--- config.mk ---
export PLATFORM = sky130hd
export DESIGN_NAME = fetch_unit
export DESIGN_NICKNAME = d
export VERILOG_FILES = /design/src/rtl/fetch_unit.sv
export SDC_FILE = /design/constraint.sdc
export NUM_CORES = 1
export LEC_CHECK = 0
export ABC_AREA = 1
export CAP_MARGIN = 20
export CORE_MARGIN = 2
export CORE_UTILIZATION = 44
export CTS_CLUSTER_DIAMETER = 150
export DETAILED_ROUTE_END_ITERATION = 10
export PLACE_DENSITY_LB_ADDON = 0.05
export SETUP_SLACK_MARGIN = 0.4
export SLEW_MARGIN = 10
export SYNTH_ARGS = -nofsm -noshare
export SYNTH_HDL_FRONTEND = slang
export SYNTH_SLANG_ARGS = --single-unit
export TNS_END_PERCENT = 5
--- constraint.sdc ---
create_clock -name clock -period 6.8 [get_ports clock]
set_clock_uncertainty 0.15 [all_clocks]
set_input_delay 0.68 -clock clock [delete_from_list [all_inputs] [get_ports clock]]
set_output_delay 0.68 -clock clock [all_outputs]
set_load 0.02 [all_outputs]
--- src/rtl/fetch_unit.sv ---
// fetch_unit: instruction fetch front end.
//
// Requests 128-bit lines from the instruction cache and keeps the most recent
// line in a single-entry buffer. Instructions are issued one per cycle from
// the buffer while decode is ready. A redirect can be served from the buffer
// without a cache access when the target lies in the buffered line.
//
// Parameters
//   RESET_PC       fetch address loaded on reset
//
// Ports
//   clock          single clock, all state changes on the rising edge
//   reset          asynchronous, active-high reset
//   redirect       branch/jump redirect request; highest priority
//   redirect_pc    new fetch address; bits [1:0] ignored
//   stall          decode not ready; holds the presented instruction
//   ic_rd_en       cache read enable
//   ic_pc          cache line address, bits [3:0] zero (zero when not reading)
//   ic_dout_valid  cache line valid
//   ic_dout        cache line; word n at bits [32n+31:32n]
//   instr_valid    instr / instr_pc valid this cycle
//   instr          instruction word
//   instr_pc       byte address of instr
//
// Build option
//   FETCH_BYPASS_EN  when defined, a returning cache line is forwarded to the
//                    instruction outputs in the same cycle it is captured,
//                    removing one cycle from the miss latency.
//
// State table
//   state    | meaning
//   ---------+--------------------------------------------------------------
//   IDLE     | first cycle after reset; nothing requested yet
//   REQ      | line request presented to the cache
//   CAPTURE  | request held, waiting for the line to come back
//   ISSUE    | line buffered, issuing the word selected by fetch_pc[3:2]

module fetch_unit #(
  parameter logic [31:0] RESET_PC = 32'h0000_0000
) (
  input  logic         clock,
  input  logic         reset,
  input  logic         redirect,
  input  logic [31:0]  redirect_pc,
  input  logic         stall,
  output logic         ic_rd_en,
  output logic [31:0]  ic_pc,
  input  logic         ic_dout_valid,
  input  logic [127:0] ic_dout,
  output logic         instr_valid,
  output logic [31:0]  instr,
  output logic [31:0]  instr_pc
);

  typedef enum logic [1:0] {
    S_IDLE    = 2'd0,
    S_REQ     = 2'd1,
    S_CAPTURE = 2'd2,
    S_ISSUE   = 2'd3
  } state_t;

  state_t         state_q, state_d;
  logic [31:0]    fetch_pc_q, fetch_pc_d;
  logic [127:0]   line_buf_q, line_buf_d;
  logic [27:0]    line_tag_q, line_tag_d;
  logic           buf_valid_q, buf_valid_d;

  logic [31:0]    redirect_pc_al;
  logic           redirect_hit;
  logic [31:0]    pc_inc;
  logic           line_end;
  logic [31:0]    buf_word;
  logic           unused_pc_bits;

  function automatic logic [31:0] word_sel(input logic [127:0] line,
                                           input logic [1:0]   idx);
    logic [31:0] w;
    case (idx)
      2'd0:    w = line[31:0];
      2'd1:    w = line[63:32];
      2'd2:    w = line[95:64];
      default: w = line[127:96];
    endcase
    return w;
  endfunction

  assign redirect_pc_al = {redirect_pc[31:2], 2'b00};
  assign unused_pc_bits = ^redirect_pc[1:0];
  assign redirect_hit   = buf_valid_q && (redirect_pc[31:4] == line_tag_q);
  // 32-bit add wraps 32'hFFFF_FFFC to 0 naturally.
  assign pc_inc         = fetch_pc_q + 32'd4;
  assign line_end       = (fetch_pc_q[3:2] == 2'b11);
  assign buf_word       = word_sel(line_buf_q, fetch_pc_q[3:2]);

`ifdef FETCH_BYPASS_EN
  logic [31:0] ic_word;
  assign ic_word = word_sel(ic_dout, fetch_pc_q[3:2]);
`endif

  always_ff @(posedge clock or posedge reset) begin
    if (reset) begin
      state_q     <= S_IDLE;
      fetch_pc_q  <= {RESET_PC[31:2], 2'b00};
      line_buf_q  <= '0;
      line_tag_q  <= '0;
      buf_valid_q <= 1'b0;
    end else begin
      state_q     <= state_d;
      fetch_pc_q  <= fetch_pc_d;
      line_buf_q  <= line_buf_d;
      line_tag_q  <= line_tag_d;
      buf_valid_q <= buf_valid_d;
    end
  end

  always_comb begin
    state_d     = state_q;
    fetch_pc_d  = fetch_pc_q;
    line_buf_d  = line_buf_q;
    line_tag_d  = line_tag_q;
    buf_valid_d = buf_valid_q;
    ic_rd_en    = 1'b0;
    ic_pc       = 32'h0;
    instr_valid = 1'b0;
    instr       = 32'h0;
    instr_pc    = 32'h0;

    case (state_q)
      S_IDLE: begin
        state_d = S_REQ;
      end

      S_REQ: begin
        ic_rd_en = 1'b1;
        ic_pc    = {fetch_pc_q[31:4], 4'b0000};
        state_d  = S_CAPTURE;
      end

      S_CAPTURE: begin
        ic_rd_en = 1'b1;
        ic_pc    = {fetch_pc_q[31:4], 4'b0000};
        // A redirect abandons the returning line, so it is neither captured
        // nor forwarded.
        if (ic_dout_valid && !redirect) begin
          line_buf_d  = ic_dout;
          line_tag_d  = fetch_pc_q[31:4];
          buf_valid_d = 1'b1;
          state_d     = S_ISSUE;
`ifdef FETCH_BYPASS_EN
          instr_valid = 1'b1;
          instr       = ic_word;
          instr_pc    = fetch_pc_q;
          if (!stall) begin
            fetch_pc_d = pc_inc;
            if (line_end) begin
              state_d     = S_REQ;
              buf_valid_d = 1'b0;
            end
          end
`endif
        end
      end

      S_ISSUE: begin
        instr_valid = 1'b1;
        instr       = buf_word;
        instr_pc    = fetch_pc_q;
        if (!stall) begin
          fetch_pc_d = pc_inc;
          if (line_end) begin
            state_d     = S_REQ;
            buf_valid_d = 1'b0;
          end
        end
      end

      default: begin
        state_d = S_IDLE;
      end
    endcase

    // Redirect wins over stall and over any sequential advance.
    if (redirect) begin
      fetch_pc_d = redirect_pc_al;
      if (state_q != S_IDLE && redirect_hit) begin
        state_d     = S_ISSUE;
        buf_valid_d = 1'b1;
      end else begin
        state_d     = S_REQ;
        buf_valid_d = 1'b0;
      end
    end
  end

endmodule

=== Word level (Yosys, flattened, before mapping) ===
Index checks and enable logic that the tools add are counted.

* $add $sub $neg: 1
* Multiply operators: 0
* Div/mod/pow operators: 0
* Order comparisons: 0
* Equality and inequality tests: 11
* Shift operators: 0
* Muxes and demuxes: 21
* Bitwise operators: 0
* Reduce and logical (&&, ||, !) cells: 14

{| class="wikitable"
|+ Operators with widths
! cell !! count
|-
| two-way mux 32 bit || 6
|-
| one-hot mux 32 bit (3 select lines) || 1
|-
| adder 32 x 3 -> 32 bit, second input constant || 1
|-
| equality test 28 bit || 1
|-
| two-way mux 2 bit || 5
|-
| != test 3 bit, second input constant || 3
|-
| equality test 2 bit, second input constant || 4
|-
| one-hot mux 2 bit (4 select lines) || 1
|-
| two-way mux 1 bit || 7
|-
| equality test 2 x 1 -> 1 bit, second input constant || 2
|-
| zero test 2 bit || 2
|-
| AND reduction 2 bit || 2
|-
| AND reduction 4 bit || 1
|-
| nonzero test 2 bit || 2
|-
| logical AND 1 bit || 3
|-
| AND reduction 3 bit || 1
|-
| nonzero test 3 bit || 1
|-
| != test 2 bit, second input constant || 1
|-
| one-hot mux 1 bit (2 select lines) || 1
|-
| OR reduction 2 bit || 1
|-
| zero test 1 bit || 1
|}

* Bits in registers: 191
* Latch bits: 0
* Memory bits (writable): 0
* Memory bits (read-only): 0
* Output and inout bits: 98
* Word-level logic and storage cells: 52
* Memories: 0

=== Longest topological paths before layout ===
* Depth in word-level cells: 5
* Depth in mapped cells: 11
* Depth with buffers taken out: 11

=== Worst setup path before layout ===
Ideal clock, no wire load.

* Path type: register to output
* From: reg state_q[1]
* To: out instr[10]
* Arrival: 1.664 ns
* Required time: 5.970 ns
* Path slack: 4.306 ns
* Stages on the path, launching flop included: 6
* Path through: dfrtp_1 ha_1 clkbuf_1 clkbuf_1 o21ai_0 a31oi_1

* Longest elaborated chain between the ends: 2

{| class="wikitable"
|+ RTL lines
! what !! line !! RTL
|-
| start, declared || 62 || <nowiki>state_t state_q, state_d;</nowiki>
|-
| start signal, assigned || 108 || <nowiki>state_q <= state_d;</nowiki>
|-
| equality test 2 bit || 128 || <nowiki>case (state_q)</nowiki>
|-
| two-way mux 32 bit || 128 ||
|-
| end, declared || 51 || <nowiki>output logic [31:0] instr,</nowiki>
|}

No other way between the ends.

=== Final worst setup path ===
* From: reg fetch_pc_q[2]
* To: out instr[19]

* Longest elaborated chain between the ends: 3
* Elaborated cells on any way between the ends: 5
* Classes of those cells: eq/ne: 2; mux: 2; reduce/logical: 1

{| class="wikitable"
|+ RTL lines
! what !! line !! RTL
|-
| start, declared || 63 || <nowiki>logic [31:0] fetch_pc_q, fetch_pc_d;</nowiki>
|-
| start signal, assigned || 103 || <nowiki>fetch_pc_q <= {RESET_PC[31:2], 2'b00};</nowiki>
|-
| start signal, assigned || 109 || <nowiki>fetch_pc_q <= fetch_pc_d;</nowiki>
|-
| equality test 2 bit (tied with other cells) || 78 || <nowiki>case (idx)</nowiki>
|-
| one-hot mux 32 bit (3 select lines) (*) || 78 ||
|-
| two-way mux 32 bit (*) || 128 ||
|}

Mark *: on every way between the ends. The rest lies on a longest branch, timed or not.

==> run metrics <==
status finished clean; RSZ-0062 raised after global routing no; Final WS setup 2.42 ns; Hold Crit Depth 2; Post-CTS Setup Bufs 0; antenna violations before repair 2; async set or reset register ratio after synthesis 100%; Static Leakage approximately 6.4 nW; Root Buffer clkbuf_16; sequential share of the synthesized area 47.0%; fraction of layout cells with a size suffix above 1 between 10% and 20%; Die Wd ~160 microns; Total GRT Usage roughly a quarter; period utilization about 64%; Crit Path Class reg2out; vias in the first global route roughly 8500; CP startpoint kind register; num rows 55; Hold Crit Class reg2reg; Pwr Density around 380 mW/mm^2; endpoints failing hold 0; clock-pin transition on the worst setup and hold timing paths about 0.070 ns; CTS Buf Count 17; pin count of the biggest net entering global routing approximately 100; worst-case reg-to-reg path depth 6; crit path time final about 4.4 ns; Clock Latency Late Sink 0.43 ns; core area 0.0226 sq mm; Post-synth EDFFs 0; synth warn 0; Via density approximately 5.1; DR iter-0 viols 497; Clock Sink Count between 150 and 200; clock tree from TritonCTS yes; Die H approximately 160 microns; Worst EP required ~6.0 ns; first drt pass iteration count 4; gr ovfl total 0; Peak VDD IR around 0.18 mV; H-tree depth 4; final WL roughly 29 mm; Initial Util ~45%; first-pass GRT wire length 45.5 mm; Main synth FF type dfrtp_1; average cell area after synthesis 8.64 sq um; Post-CTS Hold Buffers 0; DP Wirelength between 15 and 20 mm; Setup WS pre-CTS approximately 2.9 ns; Post-Syn Instances between 1000 and 1500; DR WL/cell 17.3 microns; io pins between 200 and 300; worst-path fanout max 38; Critical Path AT 3.55 ns; global placement routability congestion approximately 0.97; sum of negative setup slack 0 ns; fin. max-slew vios 0; port bufs between 200 and 300; cts repair resizes 0; Setup Viol. Count Final 0; fmax 228 MHz; Slew headroom 29.3%; post-route ant nets 0; via count roughly 8600; register bit count reported by yosys approximately 190; NumNets Final around 1600; CP Capture Type primary output; post-synth cell types 33; full die area between 0.02 and 0.025 sq mm; synth-to-layout area growth 33.2%; slew at the pin closest to its max-slew limit approximately 1.1 ns; Max clock buf depth 2; max-cap violations 0; synthesized area a little over 0.01 sq mm; Post-route DRC 0
## metrics by stage
stage / area, sq um / power [mW] / cells / util, % / hold WS, ns
3_5_place_dp: 12800 / 4.17 / 1659 / 56.8 / 0.338
6_report: 13400 / 5.16 / 1692 / 59.4 / 0.352
3_3_place_gp: 12800 / 4.09 / 1658 / 56.7 / 0.333
4_1_cts: 13400 / 5.20 / 1691 / 59.4 / 0.356
5_1_grt: 13400 / 5.51 / 1692 / 59.4 / 0.364
2_1_floorplan: 10100 / 3.24 / 1170 / - / 0.319
## cells in the mapped netlist (4+ instances only)
library cell	n	area share [%]
nor2_2	4	0.25
nand3_2	4	0.40
a21oi_1	38	1.9
a31oi_1	33	2.1
mux2_2	128	14
nand3_1	27	1.3
ha_1	8	0.99
xnor2_1	10	0.87
dfrtp_1	189	47
nor3_2	5	0.50
buf_2	10	0.50
o22ai_1	8	0.50
nand4_1	5	0.31
buf_4	18	1.3
nand2_1	333	12
o221ai_1	5	0.43
nor2_1	46	1.7
inv_2	8	0.30
clkbuf_1	31	1.2
nor3_1	9	0.45
o21ai_0	72	3.6
inv_1	145	5.4
xor2_1	14	1.2
## power breakdown
group          leakage, nW  switching [mW]  internal [mW]
Clock                0.291           0.485          0.542
Combinational         3.68            1.17           1.05
Sequential            2.39           0.300           1.61
Total                 6.36            1.96           3.21
## cell families (layout without fill, tap and decap cells)
logic type	Yosys count	in the layout	synth area share (%)
adder cells (fa/ha/maj)	8	8	0.994
multiplexers	128	128	14.3
buffers and inverters	215	451	8.86
XOR/XNOR	24	24	2.09
flip-flops	189	189	47.0
AND/OR/NAND/NOR	438	438	17.9
AO/OA/AOI/OAI	162	162	8.85
other	1	7	0.0372
## path summary, 6_finish.rpt
kind	slack (ns)	start	end
worst min register to register	0.35	buf_valid_q	buf_valid_q
min in group asynchronous	0.53	reset	line_buf_q[8]
worst max register to register	3.33	state_q[0]	fetch_pc_q[6]
worst max-delay path	2.42	fetch_pc_q[2]	instr[19]
max in group asynchronous	4.59	reset	fetch_pc_q[25]
worst min-delay path	0.35	buf_valid_q	buf_valid_q
## layer usage
metal  global-route usage [%]  vias to the layer above  wire length, microns
li1                         -                     4191                     -
met1                     28.9                     4107                 11700
met2                     42.1                      243                 14400
met3                     6.66                       52                  1940
met4                     10.7                        2                  1080
met5                        0                        -                    13
## cell usage in the layout, fill, tap and decap left out, drive strengths merged, types with 11 or more instances in the layout
cell type      count
nand2            336
clkdlybuf4s50    254
dfrtp            189
inv              161
mux2             128
o21ai             74
nor2              51
a21oi             38
a31oi             33
nand3             31
clkbuf            19
nor3              15
xor2              14
buf               11
## layout make-up
| class | count | area [sq um] |
|---|---|---|
| flip-flops and latches | 189 | 4730 |
| repair buffers | 265 | 2660 |
| fillers | 2090 | 9160 |
| inverters | 154 | 588 |
| multi-input cells | 766 | 4490 |
| clock inverters | 13 | 141 |
| well taps | 285 | 357 |
| clock buffers | 19 | 453 |
| diodes | 1 | 2.50 |
## worst max-delay path, stage by stage (launching register included)
cell,delay [ns]
dfrtp_1,0.55
ha_2,0.95
inv_1,0.36
buf_4,0.36
o21ai_0,0.25
a31oi_1,0.07
clkdlybuf4s50_1,0.55
## sequential cells by signal, summed over array words and instances, names as in the netlist
name         cells
line_buf_q     128
fetch_pc_q      30
line_tag_q      28
state_q          2
buf_valid_q      1
Power figures use the tool's default switching activity.
